===== src/rtl/dma_read_engine.sv =====
// Single-outstanding AXI read engine: fetches transfer_size 32-bit words starting at
// src_addr and pushes each returned beat into a downstream FIFO.
module dma_read_engine #(
    parameter logic [31:0] ADDR_INC = 32'd4
) (
    input  logic        clk,
    input  logic        rst,
    input  logic        start,
    input  logic [31:0] src_addr,
    input  logic [31:0] transfer_size,
    output logic        busy,
    output logic        done,
    output logic [31:0] beats_done,
    output logic [31:0] m_axi_araddr,
    output logic        m_axi_arvalid,
    input  logic        m_axi_arready,
    input  logic [31:0] m_axi_rdata,
    input  logic        m_axi_rvalid,
    output logic        m_axi_rready,
    output logic [31:0] fifo_wdata,
    output logic        fifo_wen,
    input  logic        fifo_full
);

    typedef enum logic [2:0] {
        S_IDLE,
        S_CHECK,
        S_ADDR,
        S_DATA,
        S_DONE
    } state_t;

    state_t      state_q, state_d;
    logic [31:0] addr_q, addr_d;
    logic [31:0] remaining_q, remaining_d;
    logic        busy_q, busy_d;
    logic        done_q, done_d;
    logic [31:0] beats_q, beats_d;
    logic [31:0] araddr_q, araddr_d;
    logic        arvalid_q, arvalid_d;
    logic        rready_q, rready_d;
    logic [31:0] wdata_q, wdata_d;
    logic        wen_q, wen_d;

    always_comb begin
        state_d     = state_q;
        addr_d      = addr_q;
        remaining_d = remaining_q;
        busy_d      = busy_q;
        done_d      = 1'b0;
        beats_d     = beats_q;
        araddr_d    = araddr_q;
        arvalid_d   = arvalid_q;
        rready_d    = rready_q;
        wdata_d     = wdata_q;
        wen_d       = 1'b0;

        case (state_q)
            S_IDLE: begin
                if (start) begin
                    beats_d = 32'd0;
                    if (transfer_size != 32'd0) begin
                        addr_d      = src_addr;
                        remaining_d = transfer_size;
                        busy_d      = 1'b1;
                        state_d     = S_CHECK;
                    end else begin
                        state_d = S_DONE;
                    end
                end
            end
            // Space is only checked here; one outstanding read means one free slot suffices.
            S_CHECK: begin
                if (!fifo_full) begin
                    arvalid_d = 1'b1;
                    araddr_d  = addr_q;
                    state_d   = S_ADDR;
                end
            end
            S_ADDR: begin
                if (arvalid_q && m_axi_arready) begin
                    arvalid_d = 1'b0;
                    rready_d  = 1'b1;
                    state_d   = S_DATA;
                end
            end
            S_DATA: begin
                if (m_axi_rvalid && rready_q) begin
                    rready_d    = 1'b0;
                    wen_d       = 1'b1;
                    wdata_d     = m_axi_rdata;
                    beats_d     = beats_q + 32'd1;
                    remaining_d = remaining_q - 32'd1;
                    addr_d      = addr_q + ADDR_INC;
                    if (remaining_q == 32'd1) begin
                        done_d  = 1'b1;
                        busy_d  = 1'b0;
                        state_d = S_DONE;
                    end else begin
                        state_d = S_CHECK;
                    end
                end
            end
            // Entered with done already raised after a last beat; a zero-length request
            // arrives here with done low and spends one extra cycle raising it.
            S_DONE: begin
                if (done_q) begin
                    state_d = S_IDLE;
                end else begin
                    done_d = 1'b1;
                end
            end
            default: state_d = S_IDLE;
        endcase
    end

    always_ff @(posedge clk) begin
        if (rst) begin
            state_q     <= S_IDLE;
            addr_q      <= 32'd0;
            remaining_q <= 32'd0;
            busy_q      <= 1'b0;
            done_q      <= 1'b0;
            beats_q     <= 32'd0;
            araddr_q    <= 32'd0;
            arvalid_q   <= 1'b0;
            rready_q    <= 1'b0;
            wdata_q     <= 32'd0;
            wen_q       <= 1'b0;
        end else begin
            state_q     <= state_d;
            addr_q      <= addr_d;
            remaining_q <= remaining_d;
            busy_q      <= busy_d;
            done_q      <= done_d;
            beats_q     <= beats_d;
            araddr_q    <= araddr_d;
            arvalid_q   <= arvalid_d;
            rready_q    <= rready_d;
            wdata_q     <= wdata_d;
            wen_q       <= wen_d;
        end
    end

    assign busy          = busy_q;
    assign done          = done_q;
    assign beats_done    = beats_q;
    assign m_axi_araddr  = araddr_q;
    assign m_axi_arvalid = arvalid_q;
    assign m_axi_rready  = rready_q;
    assign fifo_wdata    = wdata_q;
    assign fifo_wen      = wen_q;

endmodule


===== config.mk =====
export PLATFORM = sky130hd
export DESIGN_NAME = dma_read_engine
export DESIGN_NICKNAME = d
export VERILOG_FILES = /design/src/rtl/dma_read_engine.sv
export SDC_FILE = /design/constraint.sdc
export NUM_CORES = 1
export LEC_CHECK = 0
export CAP_MARGIN = 20
export CORE_AREA = 3 3 108 151
export CTS_BUF_LIST = sky130_fd_sc_hd__clkbuf_4
export DETAILED_ROUTE_END_ITERATION = 7
export DIE_AREA = 0 0 111 154
export GPL_TIMING_DRIVEN = 1
export PLACE_DENSITY = 0.85
export RECOVER_POWER = 50
export SLEW_MARGIN = 20
export SYNTH_ARGS = -nofsm -noshare
export SYNTH_HDL_FRONTEND = slang
export SYNTH_SLANG_ARGS = --single-unit

===== constraint.sdc =====
create_clock -name clk -period 3.7 [get_ports clk]
set_clock_uncertainty 0.2 [all_clocks]
set_input_delay 0.74 -clock clk [delete_from_list [all_inputs] [get_ports clk]]
set_output_delay 0.74 -clock clk [all_outputs]
set_load 0.1 [all_outputs]

After elaboration in Yosys (flattened, before gate mapping)
Index checks and enable logic that the tools add are counted.

storage, ports and cells
  register bits = 168
  bits of input ports = 102
  output and inout bits = 101

operators by class
  add/subtract/negate cells = 3
  eq/ne operators = 12
  multiplexer cells = 35
  bitwise gates (word level) = 2
  reduce and logical (&&, ||, !) cells = 16

operators with widths
  cell                     number
  $mux W32                 8
  $pmux W32 S2             3
  $add A32 B1 Y32 const B  1
  $add A32 B3 Y32 const B  1
  $eq A32 B1 Y1 const B    1
  $reduce_bool A32 Y1      1
  $sub A32 B1 Y32 const B  1
  $mux W3                  7
  $pmux W3 S5              1
  $ne A2 B2 Y1 const B     7
  $mux W1                  12
  $reduce_and A5 Y1        2
  $reduce_and A3 Y1        3
  $pmux W1 S2              4
  $eq A3 B2 Y1 const B     2
  $reduce_bool A2 Y1       3
  $reduce_and A2 Y1        2
  $reduce_and A4 Y1        1
  $eq A3 B1 Y1 const B     1
  $eq A3 B3 Y1 const B     1
  $logic_not A3 Y1         1
  $logic_and A1 B1 Y1      2
  $not A1 Y1               2
  $reduce_or A2 Y1         1

Logic depth before layout (Yosys ltp)
Gate-level depths: netlist (run 1).

  word-level depth = 4
  gate-level depth with buffers = 8
  mapped depth without buffers = 7

Least setup slack after synthesis (run 1)
No wires, ideal clock.

  path type = flip-flop to flip-flop
  start point = register beats_q[0] (netlist: beats_done[0])
  end point = register beats_q[28] (netlist: beats_done[28])
  arrival time = 2.665 ns
  slack = 0.764 ns
  cell stages (with the launch flop) = 8
  cell sequence = dfxtp_1 -> ha_1 -> and2_1 -> o2111ai_4 -> or2_1 -> buf_2 -> or4_1 -> a21oi_1

between the ends
  word-level cells in the longest chain between the ends = 3

RTL lines
  element                 line  source
  start, declared         38    logic [31:0] beats_q, beats_d;
  start signal, assigned  136   beats_q <= beats_d;
  $add A32 B1 Y32         92    beats_d = beats_q + 32'd1;
  $mux W32                88    if (m_axi_rvalid && rready_q) begin
  $pmux W32 S2            58    case (state_q)

Every way passes these cells. The select of a mux whose other input is x is not followed.
A chain may end at the register's enable or synchronous reset.

Final worst setup path (run 1)
  start point = register state_q[0]
  end point = register wdata_q[9] (netlist: fifo_wdata[9])

between the ends
  word-level cells in the longest chain between the ends = 2

RTL lines
  element                             line  source
  start, declared                     33    state_t state_q, state_d;
  start signal, assigned              131   state_q <= state_d;
  $eq A3 B2 Y1                        58
  $reduce_and A2 Y1 (no source line)  n/a
  end signal, assigned                140   wdata_q <= wdata_d;
  end, declared                       42    logic [31:0] wdata_q, wdata_d;

Every way passes these cells.

==> summary.md, run 1 <==
| Metric | Value |
|---|---|
| Result of the run | `complete, no violations` |
| Total of max-cap violations | `0` |
| H-tree Lvls | `4` |
| DR WL/cell | `about 16 um` |
| Clk Latency, worst-skew pair | `about 590 ps` |
| Area Overhead vs Synth | `26.6%` |
| RSZ-0062 raised after global routing | `false` |
| Ys flop type | `dfxtp_1` |
| Worst-path fanout max | `20` |
| Slowest stage cell on the critical path | `nor2_1` |
| Cells after Synth | `between 1000 and 1500` |
| Worst path cell trace | `clkbuf_1, nand4_1, nor2_1, clkbuf_1, nand2_1, a21oi_1` |
| Pwr/cell area | `between 400 and 500 nW/um^2` |
| Most common cell in the netlist | `nand2_1` |
| Total number of vias | `approximately 8800` |
| CTS Buffer Depth | `2` |
| Reg2reg setup slack | `580 ps` |
| Slew HR | `0.0427` |
| Async SR Flop Fraction | `0` |
| Io pins | `~200` |
| DRT Wirelength | `about 24000 um` |
| Detail Route Antenna Nets | `0` |
| Layout cells sized above 1 | `0.0615` |
| Row count | `53` |
| Maximum vdd drop | `approximately 350 uV` |
| Final std cells w/o fill | `between 1000 and 1500` |
| Reg-to-Reg Start | `state_q[0]` |
| # hold bufs at CTS | `0` |
| Syn Nets | `around 1200` |
| Minimum clock period | `between 3000 and 4000 ps` |
| Final setup violation count | `0` |
| Post-synthesis average cell area | `~7.7 sq um` |
| Crit start category | `flip-flop` |
| Buffers inserted by post-CTS timing repair | `0` |
| PnR worst setup slack | `a little under 600 ps` |
| Gr ovfl total | `0` |
| Fin. Hold Viols | `0` |
| Worst Reg2Reg Path Length in Cells | `6` |
| Crit share post-route | `0.842` |
| CP Class | `reg2reg` |
| Yosys Warn Count | `0` |
| Area after DPL | `between 10000 and 15000 sq um` |
| Die area | `approximately 17000 sq um` |
| Die height | `~150 um` |
| Final core occ | `0.703` |
| CTS Sinks | `168` |
| Core ar. | `around 15000 sq um` |
| Reg-to-Reg End | `fifo_wdata[9]` |
| Hold WS | `roughly 260 ps` |
| Initial antenna violation count | `1` |
| Filler cells | `about 1300` |
| TritonRoute pass-1 iters | `6` |
| CP arrival | `approximately 3400 ps` |
| First-pass GRT wire length | `approximately 40000 um` |
| Area share of the largest cell type after synthesis | `0.402` |
| Via density | `around 6` |
| TNS Setup | `0 ps` |
| Nets@finish | `1361` |
| Largest cells by area after synthesis | `dfxtp_1, nand2_1, a21oi_1, nor2_1, o21ai_0` |
| Register area share after synthesis | `0.402` |
| Mapped cell area | `about 8400 sq um` |
| Post-CTS sizing | `0` |
| Static Leak | `~3.5 nW` |
| Worst hold path type | `reg2reg` |
| Post-synth EDFFs | `0` |
| HP Start | `fifo_wdata[13]` |
| Fin. max-slew vios | `0` |
| Clock transition at the registers of the reported paths | `between 100 and 150 ps` |
| Pin count of the biggest net entering global routing | `about 110` |
| DR iter-0 viols | `around 540` |
| Largest area contributor in the netlist | `dfxtp_1` |
| WHS Path Cells | `2` |
| DRC | `0` |
| Initial core utilization | `0.555` |
| DP Cell Count | `about 1400` |
| HPWL Detailed | `16800 um` |
| Clk Tree Root Cell | `clkbuf_4` |
| Die Wd | `~110 um` |
| Vias in the first global route | `8187` |
| Worst Path Required | `4030 ps` |
| Count of different cell masters after synthesis | `76` |
| Commonest cells post-synth | `nand2_1, dfxtp_1, a21oi_1` |
| Input/output buffers | `202` |
| Slew @ Worst Pin | `1440 ps` |
| Fmax | `321 MHz` |
| WHS Endpoint | `fifo_wdata[13]` |
| CP max stage delay | `~900 ps` |
| Cts bufs inserted | `17` |
| CP most frequent cell | `clkbuf_1` |
| Design Power | `4.99 mW` |
| All-Layer GR Usage | `0.273` |
| CTS tree | `done` |
| FF+latch count, synth | `168` |
| GP Congestion | `around 0.86` |
| Pre-CTS setup slack | `approximately 320 ps` |
| Crit. End Element | `flip-flop` |
| Final instance area | `around 11000 sq um` |
==> layout by cell type, fill, tap and decap left out, types with 7 or more instances in the layout <==
cell type / Yosys / final
or4_1: 15 / 15
nor4_1: 20 / 20
inv_1: 13 / 13
o31ai_1: 12 / 12
clkbuf_4: 0 / 18
and3_1: 11 / 11
buf_4: 3 / 19
o21ai_0: 47 / 47
a211oi_1: 7 / 7
nor2_1: 76 / 76
xnor2_1: 10 / 10
nand3_1: 27 / 27
a21oi_1: 159 / 159
nor3_1: 24 / 23
a21o_1: 12 / 12
clkdlybuf4s50_1: 0 / 173
or3_1: 11 / 11
o32ai_1: 14 / 14
a31oi_1: 12 / 12
clkbuf_1: 55 / 34
and4_1: 7 / 8
nand4_1: 33 / 33
dfxtp_1: 168 / 168
nand2_1: 218 / 218
==> worst max-delay path, delay by kind of cell (launching register included) <==
kind                   cells  cell delay (ps)
buffers and inverters      2             1080
flip-flops                 1              380
AO/OA/AOI/OAI              1              150
AND/OR/NAND/NOR            3             1240
==> per-layer routing <==
| layer | routed length (um) | track usage | up-vias |
|---|---|---|---|
| met2 | 12200 | 0.481 | 361 |
| met5 | 0 | 0 | - |
| met1 | 9510 | 0.326 | 4056 |
| met3 | 1700 | 0.0638 | 43 |
| met4 | 562 | 0.0939 | 0 |
| li1 | - | - | 4295 |
==> report_power, final <==
part | internal (mW) | total (mW) | switching [mW] | leakage, nW
sequential | 1.99 | 2.19 | 0.209 | 1.37
combinational | 0.591 | 1.72 | 1.12 | 2.00
clock | 0.400 | 1.08 | 0.680 | 0.143
total | 2.98 | 4.99 | 2.01 | 3.51
==> worst max-delay path by stage <==
stage                                 start              to
final                            state_q[0]   fifo_wdata[9]
after global routing             state_q[0]   fifo_wdata[8]
after CTS                    beats_done[29]  beats_done[29]
after detailed placement  transfer_size[19]      addr_q[30]
after global placement    transfer_size[24]      addr_q[30]
after floorplan               beats_done[0]  beats_done[28]
==> sequential cells by signal (all words and copies together), names as in the netlist, 3 cells and up <==
signal / flops
fifo_wdata: 32
beats_done: 32
addr_q: 32
state_q: 3
remaining_q: 32
m_axi_araddr: 32
==> layout make-up <==
type,instances,area (sq um),area share
clock inverters,15,153,0.0144
clock buffers,17,128,0.0121
diodes,1,2.50,0.000236
multi-input cells,826,4610,0.436
inverters,14,52.6,0.00497
well taps,192,240,0.0227
repair buffers,228,2030,0.192
flip-flops and latches,168,3360,0.318
==> cells by family after synthesis <==
kind of cell,share of synthesized area
buf+inv,0.0468
flops,0.402
fa+ha+maj,0.00599
simple gates,0.283
mux,0.00120
compound gates,0.244
xor+xnor,0.0168
(Power assumes the default switching activity.)
==> run 2, diff against run 1 <==
- CORE_AREA: 3 3 108 151 -> 3 3 112 157
- DIE_AREA: 0 0 111 154 -> 0 0 115 160
- PLACE_DENSITY: 0.85 -> 0.8
- clock period: 3.7 -> 3.1 ns (I/O delays scaled with it)
==> summary.md, run 2 (synthesis results as in run 1) <==
| Metric | Value |
|---|---|
| Nets@finish | `1383 (was 1361)` |
| Gr ovfl total | `0 (unchanged)` |
| Net Switching | `2.43 mW (was 2.01 mW)` |
| Input/output buffers | `202 (unchanged)` |
| Slew HR | `0.194 (was 0.0427)` |
| Final instance area | `10500 sq um (was 10600 sq um)` |
| Hold WS | `190 ps (was 262 ps)` |
| Slew @ Worst Pin | `1210 ps (was 1440 ps)` |
| Fmax | `between 300 and 400 MHz` |
| Final setup violation count | `0 (unchanged)` |
| Clk Tree Root Cell | `clkbuf_4 (unchanged)` |
| Top Family by Delay on Critical Path | `buffers and inverters (was simple AND/OR/NAND/NOR gates)` |
| Worst hold path type | `in2reg (was reg2reg)` |
| PnR worst setup slack | `459 ps (was 585 ps)` |
| Sw frac | `0.403 (about the same)` |
| Area Overhead vs Synth | `25.6% (was 26.6%)` |
| Die area | `18400 sq um (was 17100 sq um)` |
| Worst Reg2Reg Path Length in Cells | `6 (unchanged)` |
| WHS Path Cells | `2 (unchanged)` |
| WP buf/inv | `1 (was 2)` |
| Core ar. | `16200 sq um (was 15100 sq um)` |
| Worst path cell trace | `clkbuf_1 (was clkbuf_1, nand4_1, nor2_1, clkbuf_1, nand2_1, a21oi_1)` |
| Die height | `160 um (was 154 um)` |
| Buffers inserted by post-CTS timing repair | `0 (unchanged)` |
| Most common cell after layout, fill and taps aside | `nand2_1 (unchanged)` |
| TNS Setup | `0 ps (unchanged)` |
| Area after DPL | `10500 sq um (was 10400 sq um)` |
| DP Cell Count | `1457 (was 1428)` |
| Die Wd | `115 um (was 111 um)` |
| Post-CTS sizing | `0 (unchanged)` |
| Minimum clock period | `2640 ps` |
| Maximum vdd drop | `297 uV (was 346 uV)` |
| CTS tree | `done (unchanged)` |
| GP Congestion | `0.898 (was 0.864)` |
| Internal Power | `3.59 mW (was 2.98 mW)` |
| RSZ-0062 raised after global routing | `false (unchanged)` |
| DRC | `0 (unchanged)` |
| Pwr/cell area | `574 nW/um^2 (was 472 nW/um^2)` |
| Cts bufs inserted | `17 (unchanged)` |
| Slowest stage cell on the critical path | `clkbuf_1 (was nor2_1)` |
| Worst Path Required | `2280 ps (was 4030 ps)` |
| Total number of vias | `8871 (was 8755)` |
| Worst-path fanout max | `2 (was 20)` |
| Clk Latency, worst-skew pair | `570 ps (was 590 ps)` |
| Fin. Hold Viols | `0 (unchanged)` |
| Clock transition at the registers of the reported paths | `150 ps (was 140 ps)` |
| CP Class | `reg2out (was reg2reg)` |
| H-tree Lvls | `4 (unchanged)` |
| DR WL/cell | `16.4 um (about the same)` |
| CTS Sinks | `168 (unchanged)` |
| Fin. max-slew vios | `0 (unchanged)` |
| DRT Wirelength | `24400 um (was 24000 um)` |
| Via density | `5.95 (was 5.99)` |
| Result of the run | `complete, no violations (unchanged)` |
| Total of max-cap violations | `0 (unchanged)` |
| Pin count of the biggest net entering global routing | `106 (unchanged)` |
| Final std cells w/o fill | `1492 (was 1461)` |
| Crit start category | `flip-flop (unchanged)` |
| Comb pwr share | `0.364 (was 0.344)` |
| Vias in the first global route | `8382 (was 8187)` |
| HPWL Detailed | `17200 um (was 16800 um)` |
| # hold bufs at CTS | `0 (unchanged)` |
| Static Leak | `3.64 nW (was 3.51 nW)` |
| Design Power | `6.02 mW (was 4.99 mW)` |
| CP arrival | `1820 ps (was 3440 ps)` |
| TritonRoute pass-1 iters | `5 (was 6)` |
| Clock share of power | `0.200 (was 0.217)` |
| DR iter-0 viols | `572 (was 544)` |
| Row count | `55 (was 53)` |
| Pre-CTS setup slack | `15.5 ps (was 318 ps)` |
| Layout cells sized above 1 | `0.111 (was 0.0615)` |
| Initial core utilization | `0.515 (was 0.555)` |
| First-pass GRT wire length | `40000 um (was 39300 um)` |
| Initial antenna violation count | `2 (was 1)` |
| Io pins | `203 (unchanged)` |
| CTS Buffer Depth | `2 (unchanged)` |
| Crit. End Element | `primary output (was flip-flop)` |
| Most frequent cells in the layout | `nand2_1, dfxtp_1, a21oi_1, clkdlybuf4s50_1 (was nand2_1, clkdlybuf4s50_1, dfxtp_1, a21oi_1, nor2_1)` |
| CP max stage delay | `890 ps (was 900 ps)` |
| CP Depth | `1 (was 6)` |
| Seq pwr share | `0.436 (was 0.440)` |
| All-Layer GR Usage | `0.261 (was 0.273)` |
| Detail Route Antenna Nets | `0 (unchanged)` |
| Final core occ | `0.647 (was 0.703)` |
| Crit share post-route | `0.852` |
-- run 2: changes by cell type in the layout (fill, tap and decap cells not counted), moves of 2 or more --
cell	before	now
clkdlybuf4s50_1	173	99
buf_4	19	75
buf_12	1	6
clkbuf_2	0	2
clkbuf_1	34	67
diode_2	1	3
-- run 2: worst paths after layout --
check / slack (ps) / from / to
worst max-delay path: 460 / busy / busy
worst min-delay path: 190 / rst / fifo_wdata[11]
worst max register to register: 520 / state_q[0] / remaining_q[26]
worst min register to register: 260 / m_axi_araddr[31] / m_axi_araddr[31]
-- run 2: final cells by class --
type / count / area, sq um
Antenna cell: 3 / 7.51
Clock buffer: 18 / 135
Fill cell: 1500 / 5740
Timing Repair Buffer: 250 / 1950
Multi-Input combinational cell: 826 / 4620
Clock inverter: 14 / 125
Tap cell: 199 / 249
Inverter: 14 / 52.6
Sequential cell: 168 / 3360
-- run 2: routing by layer --
metal,part of all wire,vias to the layer above,GRT usage
li1,-,4339,-
met1,0.40,4176,0.313
met2,0.51,307,0.449
met3,0.059,49,0.0561
met4,0.028,0,0.0998
met5,0,-,0
-- run 2: power groups by stage --
stage	Combinational, mW	Sequential [mW]	Clock [mW]
after floorplan	1.28	2.84	0
after global placement	2.17	2.66	0
after detailed placement	2.20	2.66	0
after CTS	2.21	2.62	1.24
after global routing	2.38	2.66	1.32
final	2.19	2.63	1.21
